[config.mk]
export PLATFORM = sky130hd
export DESIGN_NAME = mini_core_if_flat
export DESIGN_NICKNAME = d
export VERILOG_FILES = /design/src/rtl/mini_core_pkg.sv /design/src/rtl/mini_core_if_if.sv /design/src/rtl/mini_core_if_hold.sv /design/src/rtl/mini_core_if.sv /design/src/flat_wrapper.sv
export SDC_FILE = /design/constraint.sdc
export NUM_CORES = 1
export LEC_CHECK = 0
export BUFFER_PORTS_ARGS = -buffer_cell sky130_fd_sc_hd__buf_2
export CAP_MARGIN = 10
export CORE_ASPECT_RATIO = 1.5
export CORE_MARGIN = 2
export CORE_UTILIZATION = 50
export CTS_CLUSTER_SIZE = 30
export DETAILED_ROUTE_END_ITERATION = 8
export GPL_TIMING_DRIVEN = 0
export PLACE_DENSITY = 0.93
export SLEW_MARGIN = 20
export SYNTH_ARGS = -nofsm -noshare
export SYNTH_HDL_FRONTEND = slang
export SYNTH_SLANG_ARGS = --single-unit
[constraint.sdc]
create_clock -name Clock -period 3.5 [get_ports Clock]
set_input_delay 0.525 -clock Clock [delete_from_list [all_inputs] [get_ports Clock]]
set_output_delay 0.525 -clock Clock [all_outputs]
set_load 0.02 [all_outputs]
[src/rtl/mini_core_pkg.sv]
// mini_core_pkg: shared constants for the mini_core pipeline.
//   INST_W           - instruction / datapath width
//   NOP_INST_DEFAULT - addi x0,x0,0, shown when no valid fetch data exists
//   RESET_PC_DEFAULT - default PC loaded on reset
//   PC_STEP          - sequential fetch increment
package mini_core_pkg;

    localparam int unsigned INST_W = 32;

    localparam logic [INST_W-1:0] NOP_INST_DEFAULT = 32'h0000_0013;
    localparam logic [INST_W-1:0] RESET_PC_DEFAULT = 32'h0000_0000;
    localparam logic [INST_W-1:0] PC_STEP          = 32'd4;

endpackage

[src/rtl/mini_core_if_if.sv]
// mini_core_if_if: signal bundle between the fetch stage and the rest of the core / IMem.
//   master - fetch stage: drives PC, IMem read request and the Q101H instruction/PC
//   slave  - surroundings: drive the ready chain, redirect and IMem read data
interface mini_core_if_if;
    import mini_core_pkg::*;

    logic              ReadyQ100H;
    logic              ReadyQ101H;
    logic              ReadyQ102H;
    logic              SelNextPcAluOutQ102H;
    logic [INST_W-1:0] AluOutQ102H;
    logic [INST_W-1:0] PcQ100H;
    logic              IMemRdEnQ100H;
    logic [INST_W-1:0] IMemRdAddrQ100H;
    logic [INST_W-1:0] IMemRdDataQ101H;
    logic [INST_W-1:0] PcQ101H;
    logic [INST_W-1:0] PreInstructionQ101H;

    modport master (
        input  ReadyQ100H, ReadyQ101H, ReadyQ102H, SelNextPcAluOutQ102H, AluOutQ102H,
        input  IMemRdDataQ101H,
        output PcQ100H, IMemRdEnQ100H, IMemRdAddrQ100H, PcQ101H, PreInstructionQ101H
    );

    modport slave (
        output ReadyQ100H, ReadyQ101H, ReadyQ102H, SelNextPcAluOutQ102H, AluOutQ102H,
        output IMemRdDataQ101H,
        input  PcQ100H, IMemRdEnQ100H, IMemRdAddrQ100H, PcQ101H, PreInstructionQ101H
    );

endinterface

[src/rtl/mini_core_if_hold.sv]
// mini_core_if_hold: replay register and output mux for a synchronous-read path.
//   i_clk, i_rst - clock, synchronous active-high reset
//   i_ready      - consuming stage may advance; when low the current value is replayed
//   i_valid      - i_rd_data holds a real read result this cycle
//   i_rd_data    - read data from a synchronous memory
//   o_data       - value presented to the consumer
module mini_core_if_hold
    import mini_core_pkg::*;
#(
    parameter logic [INST_W-1:0] NOP_INST = NOP_INST_DEFAULT
) (
    input  logic              i_clk,
    input  logic              i_rst,
    input  logic              i_ready,
    input  logic              i_valid,
    input  logic [INST_W-1:0] i_rd_data,
    output logic [INST_W-1:0] o_data
);

    logic              r_hold_sel;
    logic [INST_W-1:0] r_inst_hold;
    logic [INST_W-1:0] w_data;

    // Memory data is not trusted across a stall: the value shown in the first stall
    // cycle is captured and replayed until the cycle after ready returns.
    always_ff @(posedge i_clk) begin
        if (i_rst) begin
            r_hold_sel  <= 1'b0;
            r_inst_hold <= NOP_INST;
        end else begin
            r_hold_sel  <= !i_ready;
            r_inst_hold <= w_data;
        end
    end

    always_comb begin
        w_data = NOP_INST;
        if (r_hold_sel) begin
            w_data = r_inst_hold;
        end else if (i_valid) begin
            w_data = i_rd_data;
        end
    end

    assign o_data = w_data;

endmodule

[src/rtl/mini_core_if.sv]
// mini_core_if: instruction-fetch stage (Q100H) of the mini_core pipeline.
//   Clock, Rst - core clock, synchronous active-high reset
//   bus        - master side of mini_core_if_if: ready chain, Q102H redirect, IMem read
//                request/data, and the PC/instruction pair presented to decode in Q101H
module mini_core_if
    import mini_core_pkg::*;
#(
    parameter logic [INST_W-1:0] RESET_PC = RESET_PC_DEFAULT,
    parameter logic [INST_W-1:0] NOP_INST = NOP_INST_DEFAULT
) (
    input  logic            Clock,
    input  logic            Rst,
    mini_core_if_if.master  bus
);

    logic [INST_W-1:0] r_pc_q100h;
    logic [INST_W-1:0] r_pc_q101h;
    logic              r_fetch_valid_q101h;
    logic              w_redirect_q102h;
    logic [INST_W-1:0] w_target_q102h;
    logic [INST_W-1:0] w_pc_next;

    // A redirect is only honoured when Q102H advances; a frozen branch re-asserts later.
    assign w_redirect_q102h = bus.SelNextPcAluOutQ102H && bus.ReadyQ102H;
    assign w_target_q102h   = bus.AluOutQ102H & 32'hFFFF_FFFE;

    // Redirect beats the ready gate, even in the illegal redirect + load-hazard case.
    always_comb begin
        w_pc_next = r_pc_q100h;
        if (w_redirect_q102h) begin
            w_pc_next = w_target_q102h;
        end else if (bus.ReadyQ100H) begin
            w_pc_next = r_pc_q100h + PC_STEP;
        end
    end

    always_ff @(posedge Clock) begin
        if (Rst) begin
            r_pc_q100h          <= RESET_PC;
            r_pc_q101h          <= RESET_PC;
            r_fetch_valid_q101h <= 1'b0;
        end else begin
            r_pc_q100h          <= w_pc_next;
            // A read is issued every non-reset cycle, so data is valid the cycle after.
            r_fetch_valid_q101h <= 1'b1;
            if (bus.ReadyQ101H) begin
                r_pc_q101h <= r_pc_q100h;
            end
        end
    end

    // The address is re-issued during stalls; the hold path covers the replay.
    assign bus.PcQ100H         = r_pc_q100h;
    assign bus.IMemRdEnQ100H   = !Rst;
    assign bus.IMemRdAddrQ100H = r_pc_q100h;
    assign bus.PcQ101H         = r_pc_q101h;

    mini_core_if_hold #(
        .NOP_INST (NOP_INST)
    ) u_hold (
        .i_clk     (Clock),
        .i_rst     (Rst),
        .i_ready   (bus.ReadyQ101H),
        .i_valid   (r_fetch_valid_q101h),
        .i_rd_data (bus.IMemRdDataQ101H),
        .o_data    (bus.PreInstructionQ101H)
    );

endmodule
[src/flat_wrapper.sv]
// flat-port wrapper written by rule: the top's interface ports become plain ports
module mini_core_if_flat import mini_core_pkg::*;
#(
    parameter logic [INST_W-1:0] RESET_PC = RESET_PC_DEFAULT,
    parameter logic [INST_W-1:0] NOP_INST = NOP_INST_DEFAULT
)
  (Clock, Rst, bus_ReadyQ100H, bus_ReadyQ101H, bus_ReadyQ102H, bus_SelNextPcAluOutQ102H, bus_AluOutQ102H, bus_IMemRdDataQ101H, bus_PcQ100H, bus_IMemRdEnQ100H, bus_IMemRdAddrQ100H, bus_PcQ101H, bus_PreInstructionQ101H);
  mini_core_if_if bus_i ();
  input  logic Clock;
  input  logic Rst;
  input wire logic [$bits(bus_i.ReadyQ100H)-1:0] bus_ReadyQ100H;
  input wire logic [$bits(bus_i.ReadyQ101H)-1:0] bus_ReadyQ101H;
  input wire logic [$bits(bus_i.ReadyQ102H)-1:0] bus_ReadyQ102H;
  input wire logic [$bits(bus_i.SelNextPcAluOutQ102H)-1:0] bus_SelNextPcAluOutQ102H;
  input wire logic [$bits(bus_i.AluOutQ102H)-1:0] bus_AluOutQ102H;
  input wire logic [$bits(bus_i.IMemRdDataQ101H)-1:0] bus_IMemRdDataQ101H;
  output wire logic [$bits(bus_i.PcQ100H)-1:0] bus_PcQ100H;
  output wire logic [$bits(bus_i.IMemRdEnQ100H)-1:0] bus_IMemRdEnQ100H;
  output wire logic [$bits(bus_i.IMemRdAddrQ100H)-1:0] bus_IMemRdAddrQ100H;
  output wire logic [$bits(bus_i.PcQ101H)-1:0] bus_PcQ101H;
  output wire logic [$bits(bus_i.PreInstructionQ101H)-1:0] bus_PreInstructionQ101H;
  assign bus_i.ReadyQ100H = bus_ReadyQ100H;
  assign bus_i.ReadyQ101H = bus_ReadyQ101H;
  assign bus_i.ReadyQ102H = bus_ReadyQ102H;
  assign bus_i.SelNextPcAluOutQ102H = bus_SelNextPcAluOutQ102H;
  assign bus_i.AluOutQ102H = bus_AluOutQ102H;
  assign bus_i.IMemRdDataQ101H = bus_IMemRdDataQ101H;
  assign bus_PcQ100H = bus_i.PcQ100H;
  assign bus_IMemRdEnQ100H = bus_i.IMemRdEnQ100H;
  assign bus_IMemRdAddrQ100H = bus_i.IMemRdAddrQ100H;
  assign bus_PcQ101H = bus_i.PcQ101H;
  assign bus_PreInstructionQ101H = bus_i.PreInstructionQ101H;
  mini_core_if #(.RESET_PC(RESET_PC), .NOP_INST(NOP_INST)) u_core (.Clock(Clock), .Rst(Rst), .bus(bus_i));
endmodule
### Word level (Yosys, flattened, before mapping)

Cells that the tools add are included.

* add/sub/neg operators: 1
* mux-type cells: 5
* reductions and logical operators: 5

Operator list (number)
* 32-bit 2-to-1 mux: 4
* 32-bit by 3-bit adder with 32-bit output, second input constant: 1
* 1-bit logical NOT: 2
* 2-bit nonzero test: 1
* 2-bit OR reduction: 1
* 1-bit logical AND: 1
* 1-bit 2-to-1 mux: 1

* register bits after elaboration: 98
* input port bits: 70
* output and inout port bits: 129
* word-level logic and storage cells: 17

### Logic depth before layout (Yosys ltp)

* depth in word-level cells: 3
* depth in mapped cells: 6
* mapped depth without buffers: 6

### Hierarchy

Synthesis repeated with hierarchy kept, for this count alone.

* cell total of the unflattened synthesis: 561
* area, all modules: 4749.6 sq um

By module, submodules not included
* mini_core_if: instances 1, cells an instance 380, area each 3249.4 sq um, sequential area each 1261.2 sq um
* mini_core_if_hold: instances 1, cells an instance 181, area each 1500.2 sq um, sequential area each 660.6 sq um

### Worst setup path after synthesis

OpenSTA, ideal clock, no wires.

* path kind: register -> register
* from: register u_core.r_pc_q100h[2], in the netlist u_core.bus.IMemRdAddrQ100H[2]
* to: register u_core.r_pc_q100h[26], in the netlist u_core.bus.IMemRdAddrQ100H[26]
* library setup time: 0.086 ns
* arrival: 2.075 ns
* required time: 3.414 ns
* slack: 1.339 ns
* cell stages (with the launch flop): 7
* path buffers: 0
* period minus slack after synthesis: 2.161 ns
* cells stage by stage: dfxtp_1 -> ha_1 -> and3_1 -> nand4_1 -> or4_1 -> mux2i_1 -> a211oi_1

* cells in the longest elaborated chain, start to end: 3

Ends and longest elaborated chain
* start, declared: line mini_core_if.sv:16 `logic [INST_W-1:0] r_pc_q100h;`
* start signal, assigned: line mini_core_if.sv:43 `r_pc_q100h <= w_pc_next;`
* 32-bit by 3-bit adder with 32-bit output: line mini_core_if.sv:33 `w_pc_next = r_pc_q100h + PC_STEP;`
* 32-bit 2-to-1 mux: line mini_core_if.sv:32 `end else if (bus.ReadyQ100H) begin`
* 32-bit 2-to-1 mux: line mini_core_if.sv:30 `if (w_redirect_q102h) begin`

No other way between the ends. The select of a mux whose other input is x is not followed.
A chain may end at the register's enable or synchronous reset.

### Final worst setup path

* from: register u_core.u_hold.r_hold_sel
* to: output port bus_PreInstructionQ101H[11]

* cells in the longest elaborated chain, start to end: 1

Ends and longest elaborated chain
* start, declared: line mini_core_if_hold.sv:20 `logic r_hold_sel;`
* start signal, assigned: line mini_core_if_hold.sv:31 `r_hold_sel <= !i_ready;`
* 32-bit 2-to-1 mux: line mini_core_if_hold.sv:38 `if (r_hold_sel) begin`
* end, declared: line flat_wrapper.sv:21 `output wire logic [$bits(bus_i.PreInstructionQ101H)-1:0] bus_PreInstructionQ101H;`

No other way between the ends.

==> run metrics <==
status finished, final reports clean; Crit. End Element output port; CP Class register to output port; vias per std cell 5.27; Site Rows 41; Worst-Margin Slew 0.759 ns; Final Hold Viols 0; async set-or-reset flop fraction in the synthesized netlist 0%; Hold WS 0.413 ns; Syn Inst Count 461; startpoint types register; Main synth FF type dfxtp_1; TritonRoute pass-1 iters 5; largest net degree at the start of global routing 18; Yosys cell types 39; Worst Path Max Fanout 10; Worst-path clk slew 0.07 ns; register area share after synthesis 44.9%; VDD IR max 419 uV; clock sink count 96; reg2reg end u_core.bus.IMemRdAddrQ100H[26]; Placer Congestion 0.809; Place WS 1.09 ns; number of flops mapped to enable cells by yosys 0; CTS tree built; H-tree levels 3; Initial Utilization 51.2%; TNS Setup 0 ns; die area 0.00933 sq mm; DR WL/cell 15.8 um; I/O pin count 199; Hold Crit Class input port to register; Post-CTS Setup Bufs 0; Slew HR 49.4%; number of global-route vias before repair 3968; Mapped Area 0.00428 sq mm; post-synth top area share 44.9%; post-layout minimum cycle time 2.67 ns; CTS max path bufs 2; worst-skew pair later-pin latency 0.35 ns; Die Span X 79.6 um; cts repair resizes 0; Synth Area per Inst 9.29 sq um; Antenna diodes 0; Yosys Warn Count 0; final setup violation count 0; Synth area leaders dfxtp_1, mux2i_1, buf_4; layout cells sized above 1 37.9%; initial antenna violation count 0; Max-Cap Viols 0; Critical Path End bus_PreInstructionQ101H[11]; hpwl dp 9210 um; Layout area overhead 33.0%; number of synthesized register bits 96; # hold bufs at CTS 0; detailed-route via count 4103; R2R Path Start u_core.bus.IMemRdAddrQ100H[3]; Max Transition Viols Final 0; final wirelength 12300 um; die height 117 um; I/O Buffers 193; fmax 0.374 GHz; Reg2Reg Setup Slack 1.03 ns; Placed Area 0.00539 sq mm; GRT overflow 0; Crit. Startpoint u_core.u_hold.r_hold_sel; Total Nets Final 738; antenna-violating nets left 0; worst hold path depth 2; core box area 0.00836 sq mm; worst setup margin 0.825 ns; period utilization 76.4%; total track usage 26.1%; Reg2Reg Depth 6; final routed DRC violation total 0; RSZ-0062 raised after global routing no; Power per Cell Area 465 mW/mm^2; initial DRC count 197; first-pass GRT wire length 19200 um; clk_skew 0.00549 ns; WP data required 2.97 ns; design area 0.00570 sq mm; critical path data arrival time 2.15 ns; top cell type by total area after synthesis dfxtp_1; Pleak 2.80 nW; Clock Root Buffer clkbuf_16; TritonCTS buffer count 9
-- power breakdown --
group / switching [mW] / total, mW / internal, mW
clock network: 0.441 / 1.00 / 0.561
registers: 0.0591 / 1.20 / 1.15
logic: 0.258 / 0.442 / 0.184
total: 0.758 / 2.65 / 1.89
-- layout make-up --
| cell class | instances | area (sq um) |
|---|---|---|
| tap | 107 | 134 |
| clock inverter | 7 | 81.3 |
| sequential | 96 | 1920 |
| clock buffer | 9 | 225 |
| inverter | 10 | 37.5 |
| multi-input combinational | 293 | 1950 |
| fill | 642 | 2670 |
| buffer | 64 | 375 |
| timing repair buffer | 193 | 966 |
-- flip-flops by register name, summed over array words and instances (netlist names) --
signal,count
u_core.u_hold.r_inst_hold,32
u_core.bus.IMemRdAddrQ100H,31
u_core.u_hold.r_hold_sel,1
u_core.r_fetch_valid_q101h,1
u_core.bus.PcQ101H,31
-- per-stage QoR --
stage	instances	power (mW)	utilization, %
final	779	2.65	68.1
after global routing	779	2.74	68.1
after CTS	779	2.66	68.1
after detailed placement	763	1.67	64.4
after global placement	763	1.65	64.4
after floorplan	463	1.50	-
-- worst max-delay path, stage by stage, from the launching register on --
cell and delay, ns:
dfxtp_1 0.30, clkbuf_1 0.17, nor2b_1 0.14, clkbuf_1 0.37, buf_1 0.43, a22o_1 0.23
buf_2 0.17
-- worst min-delay path by stage --
stage	startpoint	to	slack, ns
2_1_floorplan	u_core.bus.IMemRdAddrQ100H[1]	u_core.bus.IMemRdAddrQ100H[1]	0.56
3_3_place_gp	u_core.bus.PcQ101H[1]	u_core.bus.PcQ101H[1]	0.47
3_5_place_dp	u_core.bus.PcQ101H[31]	u_core.bus.PcQ101H[31]	0.47
4_1_cts	Rst	u_core.bus.IMemRdAddrQ100H[23]	0.40
5_1_grt	Rst	u_core.bus.IMemRdAddrQ100H[23]	0.42
6_report	Rst	u_core.bus.IMemRdAddrQ100H[23]	0.41
-- kinds of logic after synthesis --
| kind of cell | after synthesis | share of synthesized area, % |
|---|---|---|
| other | 1 | 0.0876 |
| adders and majority gates | 1 | 0.292 |
| xor gates and xnor gates | 26 | 5.32 |
| buffers and inverters | 74 | 9.64 |
| AOI/OAI and AO/OA | 86 | 13.5 |
| and+or+nand+nor | 143 | 18.3 |
| muxes | 34 | 7.95 |
| DFF | 96 | 44.9 |
-- Yosys cell counts, types with 3 or more instances --
cell type	instances
or2_2	3
and3_1	3
o21ai_0	20
a22o_1	28
inv_1	10
and4_1	4
nand4_1	7
nand2_1	13
clkbuf_1	22
xnor2_1	21
xor2_1	5
mux2i_1	34
nor3_1	5
nor2_1	52
and2_1	30
nand3_1	11
a211oi_1	11
buf_4	34
dfxtp_1	96
buf_1	7
a21oi_1	23
-- cell usage in the layout, fill, tap and decap left out, types with 2 or more instances in the layout --
master,Yosys,routed
a211oi_1,11,11
a21oi_1,23,23
a22o_1,28,28
and2_1,30,30
and3_1,3,3
and4_1,4,4
buf_1,7,7
buf_2,0,193
buf_4,34,34
clkbuf_1,22,22
clkbuf_16,0,9
clkinv_4,0,2
clkinvlp_4,0,3
conb_1,1,3
dfxtp_1,96,96
inv_1,10,10
mux2i_1,34,34
nand2_1,13,13
nand3_1,11,11
nand4_1,7,7
nor2_1,52,52
nor3_1,5,5
nor3b_1,2,2
nor4_1,2,2
nor4_2,2,2
nor4_4,2,2
o21ai_0,20,20
or2_2,3,3
xnor2_1,21,21
xor2_1,5,5
-- metal layers --
layer	GRT usage (%)	routed length, um	vias to the layer above
li1	-	-	1975
met1	29.5	4820	1920
met5	0	0	-
met4	12.5	348	0
met3	4.69	785	29
met2	45.9	6350	179
Power figures use the tool's default switching activity.
